$ cat config.mk
export PLATFORM = sky130hd
export DESIGN_NAME = iqmap_multimode
export DESIGN_NICKNAME = d
export VERILOG_FILES = /design/src/rtl/iqmap_multimode.sv
export SDC_FILE = /design/constraint.sdc
export NUM_CORES = 1
export LEC_CHECK = 0
export BUFFER_PORTS_ARGS = -buffer_cell sky130_fd_sc_hd__buf_2
export CORE_ASPECT_RATIO = 0.75
export CORE_MARGIN = 3
export CORE_UTILIZATION = 43
export CTS_CLUSTER_DIAMETER = 30
export DETAILED_ROUTE_END_ITERATION = 8
export SLEW_MARGIN = 20
export SYNTH_ARGS = -nofsm -noshare
export SYNTH_HDL_FRONTEND = slang
export SYNTH_SLANG_ARGS = --single-unit
$ cat constraint.sdc
create_clock -name CLK -period 10.9 [get_ports CLK]
set_clock_uncertainty 0.1 [all_clocks]
set_input_delay 0 -clock CLK [delete_from_list [all_inputs] [get_ports CLK]]
set_output_delay 0 -clock CLK [all_outputs]
set_load 0.005 [all_outputs]
$ cat src/rtl/iqmap_multimode.sv
// Multi-mode IQ mapper: slices payload words MSB-first into 1/2/4/6-bit symbols
// and maps each one to Gray-coded BPSK/QPSK/16QAM/64QAM I/Q levels.
module iqmap_multimode #(
    parameter int IN_W  = 128,
    parameter int OUT_W = 11
) (
    input  logic             CLK,
    input  logic             RST,
    input  logic             ce,
    input  logic [1:0]       mode,
    input  logic             flush,
    input  logic             in_valid,
    input  logic [IN_W-1:0]  in_data,
    output logic             in_ready,
    output logic             out_valid,
    input  logic             out_ready,
    output logic [OUT_W-1:0] xr,
    output logic [OUT_W-1:0] xi,
    output logic [5:0]       raw
);
    localparam int BUF_W = IN_W + 6;
    localparam int CNT_W = $clog2(IN_W + 6);
    localparam int FS    = 2 ** (OUT_W - 1) - 1;

    // Level tables packed as 8 OUT_W-bit entries; entry n is the level for binary index n.
    function automatic logic [8*OUT_W-1:0] build_levels(input int m);
        logic [8*OUT_W-1:0] t;
        int span;
        int q;
        int lvl;
        t    = '0;
        span = 2 ** m - 1;
        for (int n = 0; n < 2 ** m; n++) begin
            q   = (2 * n * (2 * FS + 1) + span) / (2 * span);
            lvl = FS - q;
            t[n*OUT_W +: OUT_W] = lvl[OUT_W-1:0];
        end
        return t;
    endfunction

    localparam logic [8*OUT_W-1:0] LV1 = build_levels(1);
    localparam logic [8*OUT_W-1:0] LV2 = build_levels(2);
    localparam logic [8*OUT_W-1:0] LV3 = build_levels(3);

    function automatic logic [OUT_W-1:0] pick(input logic [8*OUT_W-1:0] tbl, input logic [2:0] n);
        return tbl[n*OUT_W +: OUT_W];
    endfunction

    logic [BUF_W-1:0] bits, bits_nx;
    logic [CNT_W-1:0] cnt, cnt_nx, k_c;
    logic [1:0]       mode_r;
    logic             flush_pend;
    logic [2:0]       k;
    logic [5:0]       top6, sym;
    logic             accept, pad, pop;
    logic [OUT_W-1:0] xr_n, xi_n;

    always_comb begin
        unique case (mode_r)
            2'd0:    k = 3'd1;
            2'd1:    k = 3'd2;
            2'd2:    k = 3'd4;
            default: k = 3'd6;
        endcase
    end

    assign k_c      = CNT_W'(k);
    assign in_ready = RST & ce & (cnt < k_c) & ~flush_pend;
    assign accept   = in_valid & in_ready;
    assign pad      = flush_pend & (cnt != '0) & (cnt < k_c);
    assign pop      = ce & ((cnt >= k_c) | pad) & (~out_valid | out_ready);
    assign top6     = bits[BUF_W-1 -: 6];
    // Bits below cnt are always zero, so a padded pop picks up zero LSBs for free.
    assign sym      = top6 >> (3'd6 - k);

    // NOTE: every variable in a combinational block gets a default first, so no latch is inferred.
    always_comb begin
        bits_nx = bits;
        cnt_nx  = cnt;
        if (accept) begin
            bits_nx = bits | ({in_data, 6'b0} >> cnt);
            cnt_nx  = cnt + CNT_W'(IN_W);
        end else if (pop) begin
            bits_nx = bits << k;
            cnt_nx  = pad ? '0 : cnt - k_c;
        end
    end

    // I takes the odd-position symbol bits from the MSB down, Q the even ones; Gray -> binary inline.
    always_comb begin
        xr_n = '0;
        xi_n = '0;
        unique case (mode_r)
            2'd0: xr_n = pick(LV1, {2'b0, sym[0]});
            2'd1: begin
                xr_n = pick(LV1, {2'b0, sym[1]});
                xi_n = pick(LV1, {2'b0, sym[0]});
            end
            2'd2: begin
                xr_n = pick(LV2, {1'b0, sym[3], sym[3] ^ sym[1]});
                xi_n = pick(LV2, {1'b0, sym[2], sym[2] ^ sym[0]});
            end
            default: begin
                xr_n = pick(LV3, {sym[5], sym[5] ^ sym[3], sym[5] ^ sym[3] ^ sym[1]});
                xi_n = pick(LV3, {sym[4], sym[4] ^ sym[2], sym[4] ^ sym[2] ^ sym[0]});
            end
        endcase
    end

    // NOTE: all sequential state uses non-blocking assignments so every register sees pre-edge values.
    always_ff @(posedge CLK) begin
        if (!RST) begin
            bits       <= '0;
            cnt        <= '0;
            mode_r     <= '0;
            flush_pend <= 1'b0;
            out_valid  <= 1'b0;
            xr         <= '0;
            xi         <= '0;
            raw        <= '0;
        end else if (ce) begin
            bits       <= bits_nx;
            cnt        <= cnt_nx;
            flush_pend <= (flush_pend | (flush & (cnt != '0))) & (cnt_nx != '0);
            if (cnt == '0 && !accept)
                mode_r <= mode;
            if (pop) begin
                out_valid <= 1'b1;
                xr        <= xr_n;
                xi        <= xi_n;
                raw       <= sym;
            end else if (out_ready) begin
                out_valid <= 1'b0;
            end
        end
    end
endmodule

==> results.txt, run 1 <==
The repair_antennas step left the layout with diodes totalling 0. The pre-antenna-repair detailed-routing pass consisted of 6 iterations. Yosys instantiated no cell more often than mux4_2. For the share of the core filled with cells, the log shows 0.469. The run gives 2450 as the final standard cell count with taps included and fillers excluded. The H-tree depth was 4. The logs give 2 for the largest buffer count on any clock path and 43700 µm² for the placeable core area. In the synthesized netlist, the cells that appear most often are mux4_2, mux2i_1, dfxtp_1.

Across all layers, the routed design uses 17.4k vias. The final critical-path share of the clock period is 0.494, and the CTS buffer count is 17. Counting distinct cell types in the post-synthesis netlist gives 88. The routed design has 67500 µm of wire.

For the remaining max-slew budget at the tightest pin, the log shows 0.294. The worst-case IR drop observed on VDD is 245 µV. The run gives 0.438 as the starting utilization of the core area. The first global-routing pass estimated 104000 µm of wire.

The floorplan step set the die width to 250 µm. The run gives 5590 ps as the worst path arrival time. The category of the worst setup path launch point was a register. The violation count after the first detailed-routing iteration was 2384. The kind of critical path is register to register.

The largest fanout on the critical path works out to 53. In the routed design, unresolved DRC markers number 0. In the final routed layout, each cell accounts on average for 27.5 µm.

The share of flip-flops with an asynchronous set or reset was 0; the synthesized netlist cell count was 1859. The minimum clock period was 5390 ps; the overall track demand over capacity in global routing was 0.280. During I/O placement, the number of pins put on the boundary was 166.

Fraction of post-synthesis cell area in the top cell type by area: 0.325. In the final design database the tool counted 2000 nets. The port buffer count was 165. The run gives 440 ps as the clock latency on the worst-skew pair.

The most used flip-flop cell after synthesis was dfxtp_1. The sequential element share of the synthesized area is 0.174. STA puts the critical path data required time at 11100 ps. The floorplan step defined a die boundary enclosing 47100 µm². The maximum number of pins on one net before global-route repair is 167. The congestion estimate from routability-driven global placement came to 0.944.

The proportion of layout cells with a drive suffix above 1 is 0.358. The largest total area in the synthesized netlist belongs to mux4_2. The number of vias per cell works out to 7.12.

The floorplan has 66 rows. The run finished with clean final reports. By area the synthesized netlist is led by mux4_2, dfxtp_1, mux2i_1.

The TritonCTS sink count is 166. The total overflow left after global routing is 0. The initial antenna violation count came out at 0.

For the pin with the worst max-slew slack, the measured transition is 1060 ps. The power density over the cells was 330 nW/µm²; the number of flops mapped to enable cells by yosys was 0. The worst setup path is captured at a register. Once detailed placement completed, the half-perimeter wirelength came to 49100 µm. The height of the chip came out at 189 µm. The average instance in the mapped netlist occupies 10.3 µm². The number of nets handed over by synthesis was 1999.

TritonCTS built the clock tree. For the final number of hold-violating endpoints, the log shows 0. The clock tree root driver cell is clkbuf_16. The flop and latch count out of synthesis is 166, and the post-cts resize count is 0. The class of the tightest hold or removal check was primary input to register.

For this run, the top clock speed supported by timing is 186 MHz. The cell count after placement came out at 2411. Yosys printed 0 warnings. The static leakage power is 0.00713 µW, and the remaining antenna violation count after routing is 0. Setup repair after global routing left no endpoint under its margin.

Clock-pin slew was measured on the worst setup and hold paths at 70 ps. The layout has 4085 filler cells. The post-synthesis to final-layout area growth was 7.02%. Smallest hold slack: 86.6 ps. Setup violations remaining at the end of the flow were counted as 0. The via count of the first global-routing pass is 16.3k.

Across the run, the number of max-cap violations was 0. Summing every instance area after synthesis gives 19100 µm². The final sum of negative setup slack is 0 ps, and the max-slew violation total from the final report is 0.
==> cell families (layout without fill, tap and decap cells) <==
logic type               Yosys count  in the layout  share of synthesized area
AO/OA/AOI/OAI                    461            461                      0.169
buffers and inverters            237            250                     0.0638
XOR/XNOR                           8              8                    0.00366
AND/OR/NAND/NOR                  405            405                     0.0953
multiplexers                     578            578                      0.491
adder cells (fa/ha/maj)            4              4                    0.00301
flip-flops                       166            166                      0.174
==> critical path: stages, from the launching register on <==
cell and delay, ps:
dfxtp_4 850, buf_4 740, fa_1 310, and2b_1 300
nor4_4 890, a211o_2 590, buf_4 620, mux2_2 420
a211oi_1 230, a41oi_1 150
==> path summary, 6_finish.rpt <==
kind / start / to / slack, ps / cells after the start
max: mode_r[0] / flush_pend / 5510 / 9
min: flush / flush_pend / 90 / 5
max reg2reg: mode_r[0] / flush_pend / 5510 / 9
min reg2reg: xi[4] / xi[4] / 350 / 2
==> cell type report <==
| type | instances | area, µm² | share of cell area |
|---|---|---|---|
| multi-input combinational | 1456 | 14600 | 0.714 |
| sequential | 166 | 3350 | 0.164 |
| timing repair buffer | 202 | 1150 | 0.0560 |
| tap | 578 | 723 | 0.0353 |
| clock buffer | 22 | 485 | 0.0237 |
| clock inverter | 9 | 90.1 | 0.00440 |
| inverter | 17 | 65.1 | 0.00318 |
==> routing by layer <==
| layer | up-vias | global-route usage | wire [µm] | part of all wire |
|---|---|---|---|---|
| met1 | 8755 | 0.410 | 28200 | 0.42 |
| met4 | 0 | 0.0698 | 1550 | 0.023 |
| li1 | 7513 | - | - | - |
| met5 | - | 0 | 0 | 0 |
| met2 | 1070 | 0.417 | 30300 | 0.45 |
| met3 | 96 | 0.0676 | 7460 | 0.11 |
==> layout by cell type (no fill, tap or decap), types with 10 or more instances in the layout <==
master	netlist	routed
nand2_1	145	145
buf_2	68	165
a211oi_1	22	21
a31oi_1	17	17
o21ai_0	68	67
o22ai_1	82	82
dfxtp_1	166	159
nor3_1	24	23
nor2_1	149	149
clkbuf_16	0	18
buf_4	19	28
o221a_2	14	14
mux4_2	276	276
nand3_1	16	16
mux2i_1	178	178
o221ai_1	29	29
mux2_2	116	116
a21oi_1	99	98
inv_1	12	11
a221oi_1	10	10
==> state kept, by name (all words and copies together) (netlist names) <==
name and flops:
bits 134, cnt 8, xi 7, xr 7, raw 6, mode_r 2
flush_pend 1, out_valid 1
==> where the power goes <==
| group | total (µW) | internal, µW | switching [µW] |
|---|---|---|---|
| Combinational | 4870 | 2110 | 2760 |
| Sequential | 1280 | 838 | 439 |
| Clock | 614 | 342 | 272 |
==> per-stage QoR <==
stage               setup WS, ps  total power [µW]  cell area, µm²
finish                      5510              6760           20500
global route                5050              7100           20500
CTS                         5480              6630           20500
detailed placement          5490              6000           19800
global placement            5560              5950           19800
floorplan                   7230              4740           19100
==> what timing repair did <==
action	in CTS	in global routing
hold buffers	7	0
endpoints found under the hold margin	17	0
setup buffers	0	0
endpoints found under the setup margin	0	0
(Power assumes the default switching activity.)
==> run 2: changes to the inputs <==
==> constraint.sdc (replaced) <==
create_clock -name CLK -period 5.2 [get_ports CLK]
set_clock_uncertainty 0.1 [all_clocks]
set_input_delay 0 -clock CLK [delete_from_list [all_inputs] [get_ports CLK]]
set_output_delay 0 -clock CLK [all_outputs]
set_load 0.005 [all_outputs]
==> run 2 against run 1 <==
Combinational power rose by 110%. Die area stayed put. Largest cell class unchanged. Worst setup slack got worse by 4600 ps. Non-clock buffer count rose by 10. Fmax grew 25%. Critical path depth shrank 1. Worst hold slack worse by 42 ps. Cell count rose by 0.45%.
==> results.txt, run 2 (synthesis results as in run 1) <==
The wire-length estimate of the detail-placed layout is 49600 µm. The number of DRC violations after detailed routing is 0. The tools report the post-placement worst setup slack as 948 ps.

The proportion of layout cells with a drive suffix above 1 came out at 0.363. The highest attainable clock frequency is 232 MHz. The clock period could shrink to 4310 ps.

For the max-slew violation total from the final report, the log shows 0. The tools report the category of the worst setup path launch point as a register. The die covers 47100 µm². The worst path arrival time is 4550 ps, and the clock-pin slew on the worst setup and hold paths is 70 ps. The die is 189 µm tall. After the first detailed-routing iteration, the DRC count stood at 2304.

In the final layout, the registers with the most flip-flops are bits (134), cnt (8). The class of the tightest hold or removal check was primary input to register. Setup repair after global routing left no endpoint under its margin.

Combined area of the multi-input logic cells: 14600 µm². Average routed wire per standard cell: 27.6 µm. The final critical-path share of the clock period came out at 0.830. The flow ran to the end, and the final reports show no timing, DRC or antenna violations. The longest clock path from root to sink contains 2 buffers.

The largest register by flop count was bits. Buffers inserted during clock tree synthesis total 17. Number of endpoints failing setup at the final stage: 0.

After clock tree synthesis, the flow added hold-fix buffers numbering 6. Cell count after placement: 2422. Kind of critical path: register to register.

The run gives 0.280 as the overall track demand over capacity in global routing. The repair_antennas step left the layout with diodes totalling 0. The total wirelength of the detailed-routed design came out at 67800 µm. Once the clock tree was built, the setup fixing pass inserted 0 buffers. The later pin in the worst-skew pair is clocked with a latency of 450 ps. The number of vias per cell came out at 7.13. The tool flagged a number of max-cap violations equal to 0.

At the end of the flow, the number of nets in the layout was 2010. Post-synthesis to final-layout area growth: 7.57%. Setup total negative slack on the finished layout was measured at 0 ps. Via count of the first global-routing pass: 16.5k. The power density over the cells is 697 nW/µm². In this run the standard cell core region covers 43700 µm². The logs give 66 for the number of core rows and 17.5k for the detailed-route via count. After global routing the overflow that remains totals 0. The tools report the final weighted congestion in routability-driven placement as 0.959. The most common cell after layout, fill and taps aside is mux4_2. The tools report the required time reported for the critical path endpoint as 5430 ps. At the pin with the least slew margin, the transition time is 1170 ps. The worst setup path is captured at a register. In this run the static leakage power is 0.00719 µW. The sequential cells in the finished layout cover a total of 3350 µm². The total power after layout was 14300 µW. The register with the most flip-flops in the layout has 134 of them. TritonCTS built the clock tree. Excluding fillers, the count of instances in the completed layout stands at 2461. The largest fanout on the critical path was 80. Port buffering added 165 buffers. For the maximum number of pins on one net before global-route repair, the log shows 110.

The horizontal die dimension is 250 µm, and the count of filler cells inserted in the layout is 4076. For the worst path setup slack after routing, the log shows 885 ps. The first global-routing pass estimated 104000 µm of wire. The logs give 0 for the initial antenna violation count and 0 for the remaining antenna violation count after routing.

The starting utilization of the core area came out at 0.438. In this run the clock root is driven by a clkbuf_16. The final number of hold-violating endpoints came out at 0.

The tree built by TritonCTS fans out to 166 sinks. Share of the core filled with cells: 0.471. Leaving out fill and tap cells, the most frequent cells in the layout are mux4_2, mux2i_1, buf_2, dfxtp_1, nor2_1.

In this run the count of I/O pins placed on the die edge is 166. The first detailed-routing pass took 5 iterations. The post-cts resize count is 0, and the remaining max-slew budget at the tightest pin is 0.215. CTS built an H-tree with a depth of 4. The run gives 346 µV as the peak ir drop on the vdd network.
[run 2: final cells by class]
type,instances,area share
repair buffers,212,0.0596
clock buffers,17,0.0207
flip-flops and latches,166,0.163
inverters,17,0.00316
multi-input cells,1456,0.710
clock inverters,15,0.00881
well taps,578,0.0351
[run 2: power by group]
| part | switching, µW | internal [µW] | leakage (µW) |
|---|---|---|---|
| Clock | 642 | 695 | 0.000297 |
| Combinational | 5860 | 4470 | 0.00553 |
| Sequential | 924 | 1760 | 0.00136 |
| Total | 7430 | 6920 | 0.00719 |
[run 2: critical path, stage by stage (launching register included)]
cell and delay, ps:
dfxtp_4 650, inv_2 310, ha_1 330, fa_1 410, and2b_1 420, or4_4 850
nand2_4 560, o221a_2 440, o41a_1 100
[run 2: final timing paths]
check | start | endpoint | slack (ps) | cells past startpoint
max | cnt[0] | bits[47] | 890 | 8
min | flush | flush_pend | 40 | 5
max reg2reg | cnt[0] | bits[47] | 890 | 8
min reg2reg | xi[4] | xi[4] | 350 | 2
[run 2: routing by layer]
| metal | up-vias | global-route usage | wire length [µm] |
|---|---|---|---|
| met3 | 122 | 0.0646 | 7270 |
| met2 | 1088 | 0.424 | 30700 |
| li1 | 7524 | - | - |
| met1 | 8814 | 0.405 | 28100 |
| met5 | - | 0 | 0 |
| met4 | 0 | 0.0687 | 1680 |
[run 2: metrics by stage]
step	hold slack (ps)	instance area [µm²]
after floorplan	47.2	19100
after global placement	152	19900
after detailed placement	169	19900
after CTS	7.61	20600
after global routing	87.6	20600
final	44.8	20600
